--- src/rtl/vga_timing_pkg.sv ---
// Shared raster timing constants and coordinate type for the VGA display path.
// Defaults describe 640x480 @ 60 Hz (800x525 total, 25 MHz pixel clock).
package vga_timing_pkg;

  localparam int unsigned COORD_W = 10;
  typedef logic [COORD_W-1:0] coord_t;

  localparam int unsigned DEF_H_VISIBLE = 640;
  localparam int unsigned DEF_H_FRONT   = 16;
  localparam int unsigned DEF_H_SYNC    = 96;
  localparam int unsigned DEF_H_BACK    = 48;
  localparam int unsigned DEF_V_VISIBLE = 480;
  localparam int unsigned DEF_V_FRONT   = 10;
  localparam int unsigned DEF_V_SYNC    = 2;
  localparam int unsigned DEF_V_BACK    = 33;

  localparam int unsigned H_TOTAL  = DEF_H_VISIBLE + DEF_H_FRONT + DEF_H_SYNC + DEF_H_BACK;
  localparam int unsigned V_TOTAL  = DEF_V_VISIBLE + DEF_V_FRONT + DEF_V_SYNC + DEF_V_BACK;
  localparam int unsigned HS_START = DEF_H_VISIBLE + DEF_H_FRONT;
  localparam int unsigned HS_END   = HS_START + DEF_H_SYNC;
  localparam int unsigned VS_START = DEF_V_VISIBLE + DEF_V_FRONT;
  localparam int unsigned VS_END   = VS_START + DEF_V_SYNC;

  // Half-open window test [lo, hi) used for the sync pulse decode.
  function automatic logic in_window(input coord_t v, input coord_t lo, input coord_t hi);
    return (v >= lo) && (v < hi);
  endfunction

endpackage

--- src/rtl/vga_wrap_counter.sv ---
// 10-bit raster counter that wraps at MAX, with a registered one-cycle wrap pulse.
// count_next exposes the value the counter loads at the coming edge.
module vga_wrap_counter
  import vga_timing_pkg::*;
#(
  parameter int unsigned MAX = H_TOTAL - 1
) (
  input  logic   clk,
  input  logic   rst_n,
  input  logic   en,
  output coord_t count,
  output coord_t count_next,
  output logic   at_max,
  output logic   wrap
);

  localparam coord_t MAX_C = coord_t'(MAX);

  coord_t count_q, count_d;
  logic   wrap_q, wrap_d;

  always_comb begin
    count_d = count_q;
    wrap_d  = 1'b0;
    if (en) begin
      if (count_q == MAX_C) begin
        count_d = '0;
        wrap_d  = 1'b1;
      end else begin
        count_d = count_q + 10'd1;
      end
    end
  end

  always_ff @(posedge clk or negedge rst_n) begin
    if (!rst_n) begin
      count_q <= '0;
      wrap_q  <= 1'b0;
    end else begin
      count_q <= count_d;
      wrap_q  <= wrap_d;
    end
  end

  assign count      = count_q;
  assign count_next = count_d;
  assign at_max     = (count_q == MAX_C);
  assign wrap       = wrap_q;

endmodule

--- src/rtl/vga_timing_generator.sv ---
// Raster scan generator: screen coordinates, blank, active-low syncs and frame pulses.
// Define VGA_SYNC_DELAY_EN to delay hs/vs/blank by one pixel for registered-colour renderers.
module vga_timing_generator
  import vga_timing_pkg::*;
#(
  parameter int unsigned H_VISIBLE   = DEF_H_VISIBLE,
  parameter int unsigned H_FRONT     = DEF_H_FRONT,
  parameter int unsigned H_SYNC      = DEF_H_SYNC,
  parameter int unsigned H_BACK      = DEF_H_BACK,
  parameter int unsigned V_VISIBLE   = DEF_V_VISIBLE,
  parameter int unsigned V_FRONT     = DEF_V_FRONT,
  parameter int unsigned V_SYNC      = DEF_V_SYNC,
  parameter int unsigned V_BACK      = DEF_V_BACK,
  parameter int unsigned FRAME_CNT_W = 16
) (
  input  logic                   vga_clk,
  input  logic                   reset_n,
  input  logic                   enable,
  output logic                   hs,
  output logic                   vs,
  output logic                   blank,
  output coord_t                 DrawX,
  output coord_t                 DrawY,
  output logic                   line_start,
  output logic                   frame_start,
  output logic [FRAME_CNT_W-1:0] frame_count
);

  localparam int unsigned H_TOT = H_VISIBLE + H_FRONT + H_SYNC + H_BACK;
  localparam int unsigned V_TOT = V_VISIBLE + V_FRONT + V_SYNC + V_BACK;

  localparam coord_t VIS_X = coord_t'(H_VISIBLE);
  localparam coord_t VIS_Y = coord_t'(V_VISIBLE);
  localparam coord_t HS_LO = coord_t'(H_VISIBLE + H_FRONT);
  localparam coord_t HS_HI = coord_t'(H_VISIBLE + H_FRONT + H_SYNC);
  localparam coord_t VS_LO = coord_t'(V_VISIBLE + V_FRONT);
  localparam coord_t VS_HI = coord_t'(V_VISIBLE + V_FRONT + V_SYNC);

  if (H_TOT > 1024 || V_TOT > 1024) begin : g_bad_timing
    $error("vga_timing_generator: H_TOTAL and V_TOTAL must not exceed 1024");
  end

  coord_t x_next, y_next;
  logic   x_at_max, y_at_max;
  logic   x_wrap, y_wrap;

  vga_wrap_counter #(.MAX(H_TOT - 1)) u_h_cnt (
    .clk        (vga_clk),
    .rst_n      (reset_n),
    .en         (enable),
    .count      (DrawX),
    .count_next (x_next),
    .at_max     (x_at_max),
    .wrap       (x_wrap)
  );

  // The vertical counter only moves on the cycle the horizontal one wraps.
  vga_wrap_counter #(.MAX(V_TOT - 1)) u_v_cnt (
    .clk        (vga_clk),
    .rst_n      (reset_n),
    .en         (enable && x_at_max),
    .count      (DrawY),
    .count_next (y_next),
    .at_max     (y_at_max),
    .wrap       (y_wrap)
  );

  logic                   hs_q, hs_d;
  logic                   vs_q, vs_d;
  logic                   blank_q, blank_d;
  logic [FRAME_CNT_W-1:0] frame_count_q, frame_count_d;

  // Decode from the next coordinates so the registered flags line up with DrawX/DrawY.
  always_comb begin
    hs_d          = hs_q;
    vs_d          = vs_q;
    blank_d       = blank_q;
    frame_count_d = frame_count_q;
    if (enable) begin
      hs_d    = !in_window(x_next, HS_LO, HS_HI);
      vs_d    = !in_window(y_next, VS_LO, VS_HI);
      blank_d = (x_next < VIS_X) && (y_next < VIS_Y);
      if (x_at_max && y_at_max) begin
        frame_count_d = frame_count_q + FRAME_CNT_W'(1);
      end
    end
  end

  always_ff @(posedge vga_clk or negedge reset_n) begin
    if (!reset_n) begin
      hs_q          <= 1'b1;
      vs_q          <= 1'b1;
      blank_q       <= 1'b0;
      frame_count_q <= '0;
    end else begin
      hs_q          <= hs_d;
      vs_q          <= vs_d;
      blank_q       <= blank_d;
      frame_count_q <= frame_count_d;
    end
  end

`ifdef VGA_SYNC_DELAY_EN
  logic hs_dly_q, hs_dly_d;
  logic vs_dly_q, vs_dly_d;
  logic blank_dly_q, blank_dly_d;

  // Extra stage holds with the scan so a stall never lets the flags drift from the coordinates.
  always_comb begin
    hs_dly_d    = hs_dly_q;
    vs_dly_d    = vs_dly_q;
    blank_dly_d = blank_dly_q;
    if (enable) begin
      hs_dly_d    = hs_q;
      vs_dly_d    = vs_q;
      blank_dly_d = blank_q;
    end
  end

  always_ff @(posedge vga_clk or negedge reset_n) begin
    if (!reset_n) begin
      hs_dly_q    <= 1'b1;
      vs_dly_q    <= 1'b1;
      blank_dly_q <= 1'b0;
    end else begin
      hs_dly_q    <= hs_dly_d;
      vs_dly_q    <= vs_dly_d;
      blank_dly_q <= blank_dly_d;
    end
  end

  assign hs    = hs_dly_q;
  assign vs    = vs_dly_q;
  assign blank = blank_dly_q;
`else
  assign hs    = hs_q;
  assign vs    = vs_q;
  assign blank = blank_q;
`endif

  assign line_start  = x_wrap;
  assign frame_start = y_wrap;
  assign frame_count = frame_count_q;

endmodule

--- config.mk ---
export PLATFORM = sky130hd
export DESIGN_NAME = vga_timing_generator
export DESIGN_NICKNAME = d
export VERILOG_FILES = /design/src/rtl/vga_timing_pkg.sv /design/src/rtl/vga_wrap_counter.sv /design/src/rtl/vga_timing_generator.sv
export SDC_FILE = /design/constraint.sdc
export NUM_CORES = 1
export LEC_CHECK = 0
export CORE_MARGIN = 2
export CORE_UTILIZATION = 45
export CTS_CLUSTER_DIAMETER = 120
export DETAILED_ROUTE_END_ITERATION = 7
export GPL_ROUTABILITY_DRIVEN = 0
export HOLD_SLACK_MARGIN = 0.05
export PLACE_DENSITY = 0.78
export SETUP_SLACK_MARGIN = 0.3
export SLEW_MARGIN = 20
export SYNTH_ARGS = -nofsm -noshare
export SYNTH_HDL_FRONTEND = slang
export SYNTH_SLANG_ARGS = --single-unit
--- constraint.sdc ---
create_clock -name vga_clk -period 2.5 [get_ports vga_clk]
set_clock_uncertainty 0.15 [all_clocks]
set_input_delay 0.75 -clock vga_clk [delete_from_list [all_inputs] [get_ports vga_clk]]
set_output_delay 0.75 -clock vga_clk [all_outputs]
set_load 0.02 [all_outputs]
==> flow_summary_export.csv <==
group,metric,value,unit
pwr,ir_drop,462,uV
die,die_h,71.4,um
timing,hold_viol_final,0,
logic_synthesis,synth_edf_count,0,
final_layout,fill_cells,288,
logic_synthesis,synthMuxAreaShare,0.979,%
global_routing,use_met2,40.7,%
worst_setup_path,cp-start-kind,"flop",
global_routing,grt_pass1_vias,1996,
die,fp.dieW,71.4,um
placed_design,place_ws,-0.537,ns
logic_synthesis,syn_nets,208,
final_layout,regArea,1030,sq um
logic_synthesis,synth_top_cells_by_count,"39 x dfrtp_1, 25 x nand2_1, 18 x xnor2_1",
clock_tree,htree_levels,2,
drt,via_per_inst,5.54,
timing,worst_pin_slew,0.754,ns
logic_synthesis,synth_top_area_share,47.7,%
drt,vias,1946,
logic_synthesis,yosysWarnings,0,
final_layout,syn_to_final_growth,60.3,%
die,die_area,5100,sq um
pwr,power.density,517,nW/um^2
global_routing,busiest_layer,"met2",
global_routing,grt_overflow,0,
clock_tree,cts-root-buf,"clkbuf_8",
die,core.rowCount,24,
logic_synthesis,synthCells,201,
logic_synthesis,syn_avg_cell_area,10.2,sq um
drt,drtAntennaViolNets,0,
clock_tree,cts_buffer_depth,2,
pwr,finalPower,1690,uW
clock_tree,clkTransAtPathRegs,0.08,ns
global_routing,antenna_found_initial,0,
final_layout,utilization,75.3,%
clock_tree,cts_buffers,5,
timing,timing.fmax,385,MHz
final_layout,multi_input_area,1180,sq um
drt,drt_iter0_drc,81,
logic_synthesis,ys_seq_area_share,50.3,%
logic_synthesis,synthXorXnorAreaFrac,11.6,%
worst_setup_path,path_class,"flop to flop",
worst_hold_path,hp-class,"flop to flop",
timing,setup_ws,-0.0968,ns
clock_tree,cts_sinks,41,
worst_setup_path,worstPathArrival,2.64,ns
worst_setup_path,cp-end-kind,"flop",
timing,rsz0062_at_grt,"true",
die,start_util,47.0,%
logic_synthesis,synthSimpleGateAreaFrac,22.5,%
drt,drc,0,
logic_synthesis,ys.flop_type,"dfrtp_1",
timing,relSlewSlack,49.7,%
worst_setup_path,crit_fanout,4,
status,status,"finished with violations",
timing,setup_violations,11,
logic_synthesis,yosysMostFrequentCell,"dfrtp_1",
clock_tree,cts_tree,"yes",
logic_synthesis,syn_area,2040,sq um
final_layout,drive_above_1_share,35.8,%
placed_design,place_inst,326,
final_layout,nets,305,
final_layout,final_cell_count_no_fill,351,
logic_synthesis,synth_area_leader_cell,"dfrtp_1",
logic_synthesis,netlist_top_cells_area,"dfrtp_1 48%, xnor2_1 7.7%, nand2_1 4.6%, xor2_1 3.9%, nand4_1 3.4%",
logic_synthesis,synth_top_family_by_area,"simple AND/OR/NAND/NOR gates",
placed_design,io_buffers,43,
global_routing,grtUsageMet3,3.66,%
timing,period_needed,2.60,ns
die,num_io_pins,44,
drt,firstDrtPassIters,4,
timing,period_share,104,%
drt,wire_per_inst,16.0,um
final_layout,antenna_cells,0,
pwr,cellLeakagePower,0.00168,uW
worst_setup_path,required,2.54,ns
global_routing,grt_pass1_wl,9180,um
timing,slew_viol_final,0,
logic_synthesis,synth_async_sr_flop_share,100,%
global_routing,grtUsageMet1,27.9,%
logic_synthesis,synthAdderAreaFrac,2.45,%
logic_synthesis,synth_seq_cells,41,
placed_design,dp_hpwl,3580,um
global_routing,grt_max_degree,35,
global_routing,gr-usage-all-layers,23.4,%
drt,wirelength,5620,um
logic_synthesis,synth_cell_types,40,
die,core_area,4350,sq um
status,violations,"setup timing",
clock_tree,insertion_delay,0.30,ns
logic_synthesis,synth_compound_area_share,9.98,%
flow_run,maxCapViolCount,0,
==> path summary, 6_finish.rpt <==
| check | from | end | slack [ns] | cells after the start |
|---|---|---|---|---|
| max | u_h_cnt.count[6] | frame_count[9] | -0.1 | 8 |
| min | frame_count[15] | frame_count[15] | 0.33 | 1 |
| max reg2reg | u_h_cnt.count[6] | frame_count[9] | -0.1 | 8 |
| min reg2reg | frame_count[15] | frame_count[15] | 0.33 | 1 |
| max in group asynchronous | reset_n | frame_count[15] | 1.28 | 2 |
| min in group asynchronous | reset_n | frame_count[9] | 0.36 | 1 |
==> registers in the layout, indices dropped and copies added (netlist names) <==
| register | count |
|---|---|
| vs | 1 |
| frame_count | 16 |
| u_h_cnt.wrap | 1 |
| u_v_cnt.count | 10 |
| u_h_cnt.count | 10 |
| hs | 1 |
| u_v_cnt.wrap | 1 |
| blank | 1 |
==> timing repair <==
item | CTS | global route
setup buffers | 13 | 4
setup endpoints to repair | 68 | 36
resized for setup | 85 | 18
hold buffers | 0 | 0
pin swaps | 24 | 19
endpoints found under the hold margin | 0 | 0
==> kinds of logic after synthesis <==
logic type	after synthesis
simple gates	86
flops	41
compound gates	29
xor+xnor	27
buf+inv	12
fa+ha+maj	4
mux	2
==> placed cells by master, fill, tap and decap left out, drive strengths merged, types with 2 or more instances in the layout <==
master and n:
a21oi 6, a31oi 2, and3 6, buf 53
clkbuf 5, clkdlybuf4s50 2, clkinv 2, dfrtp 39
dfstp 2, dlygate4sd2 37, dlymetal6s2s 2, ha 4
inv 7, mux2i 2, nand2 25, nand2b 2
nand3 12, nand4 11, nor2 12, nor3 3
nor4 5, o21a 2, o21ai 7, o31a 2
o31ai 3, or3 3, or4 3, xnor2 18
xor2 9
==> metrics by stage <==
step | cell area, sq um | TNS [ns] | hold slack [ns]
2_1_floorplan | 2090 | 0 | 0.304
3_3_place_gp | 2830 | -9.21 | 0.311
3_5_place_dp | 2830 | -9.75 | 0.325
4_1_cts | 3190 | -0.623 | 0.338
5_1_grt | 3280 | -1.45 | 0.352
6_report | 3280 | -0.578 | 0.330
==> layout make-up <==
cell class,instances,share of cell area [%]
multi-input combinational,148,36.1
sequential,41,31.5
timing repair buffer,95,26.5
clock buffer,5,2.10
tap,52,1.98
inverter,7,1.26
clock inverter,3,0.534
==> routing by layer <==
layer	share of wire [%]	wire, um	up-vias
li1	-	-	915
met1	40	2240	936
met2	51	2870	74
met3	5.4	301	21
met4	3.6	203	0
met5	0	0	-
==> power by group <==
| part | total (uW) | internal (uW) | switching, uW |
|---|---|---|---|
| clock network | 432 | 193 | 240 |
| logic | 494 | 219 | 275 |
| registers | 767 | 723 | 44.8 |
| total | 1690 | 1130 | 560 |
==> worst max-delay path, stage by stage, from the launching register on <==
cell and delay, ns:
dfrtp_2 0.41, or3_4 0.40, or4_4 0.52, buf_12 0.16, buf_8 0.12, nor4_4 0.29, buf_4 0.18, nand4_1 0.10
xnor2_1 0.16
No activity file was read; power rests on OpenSTA's default activity.
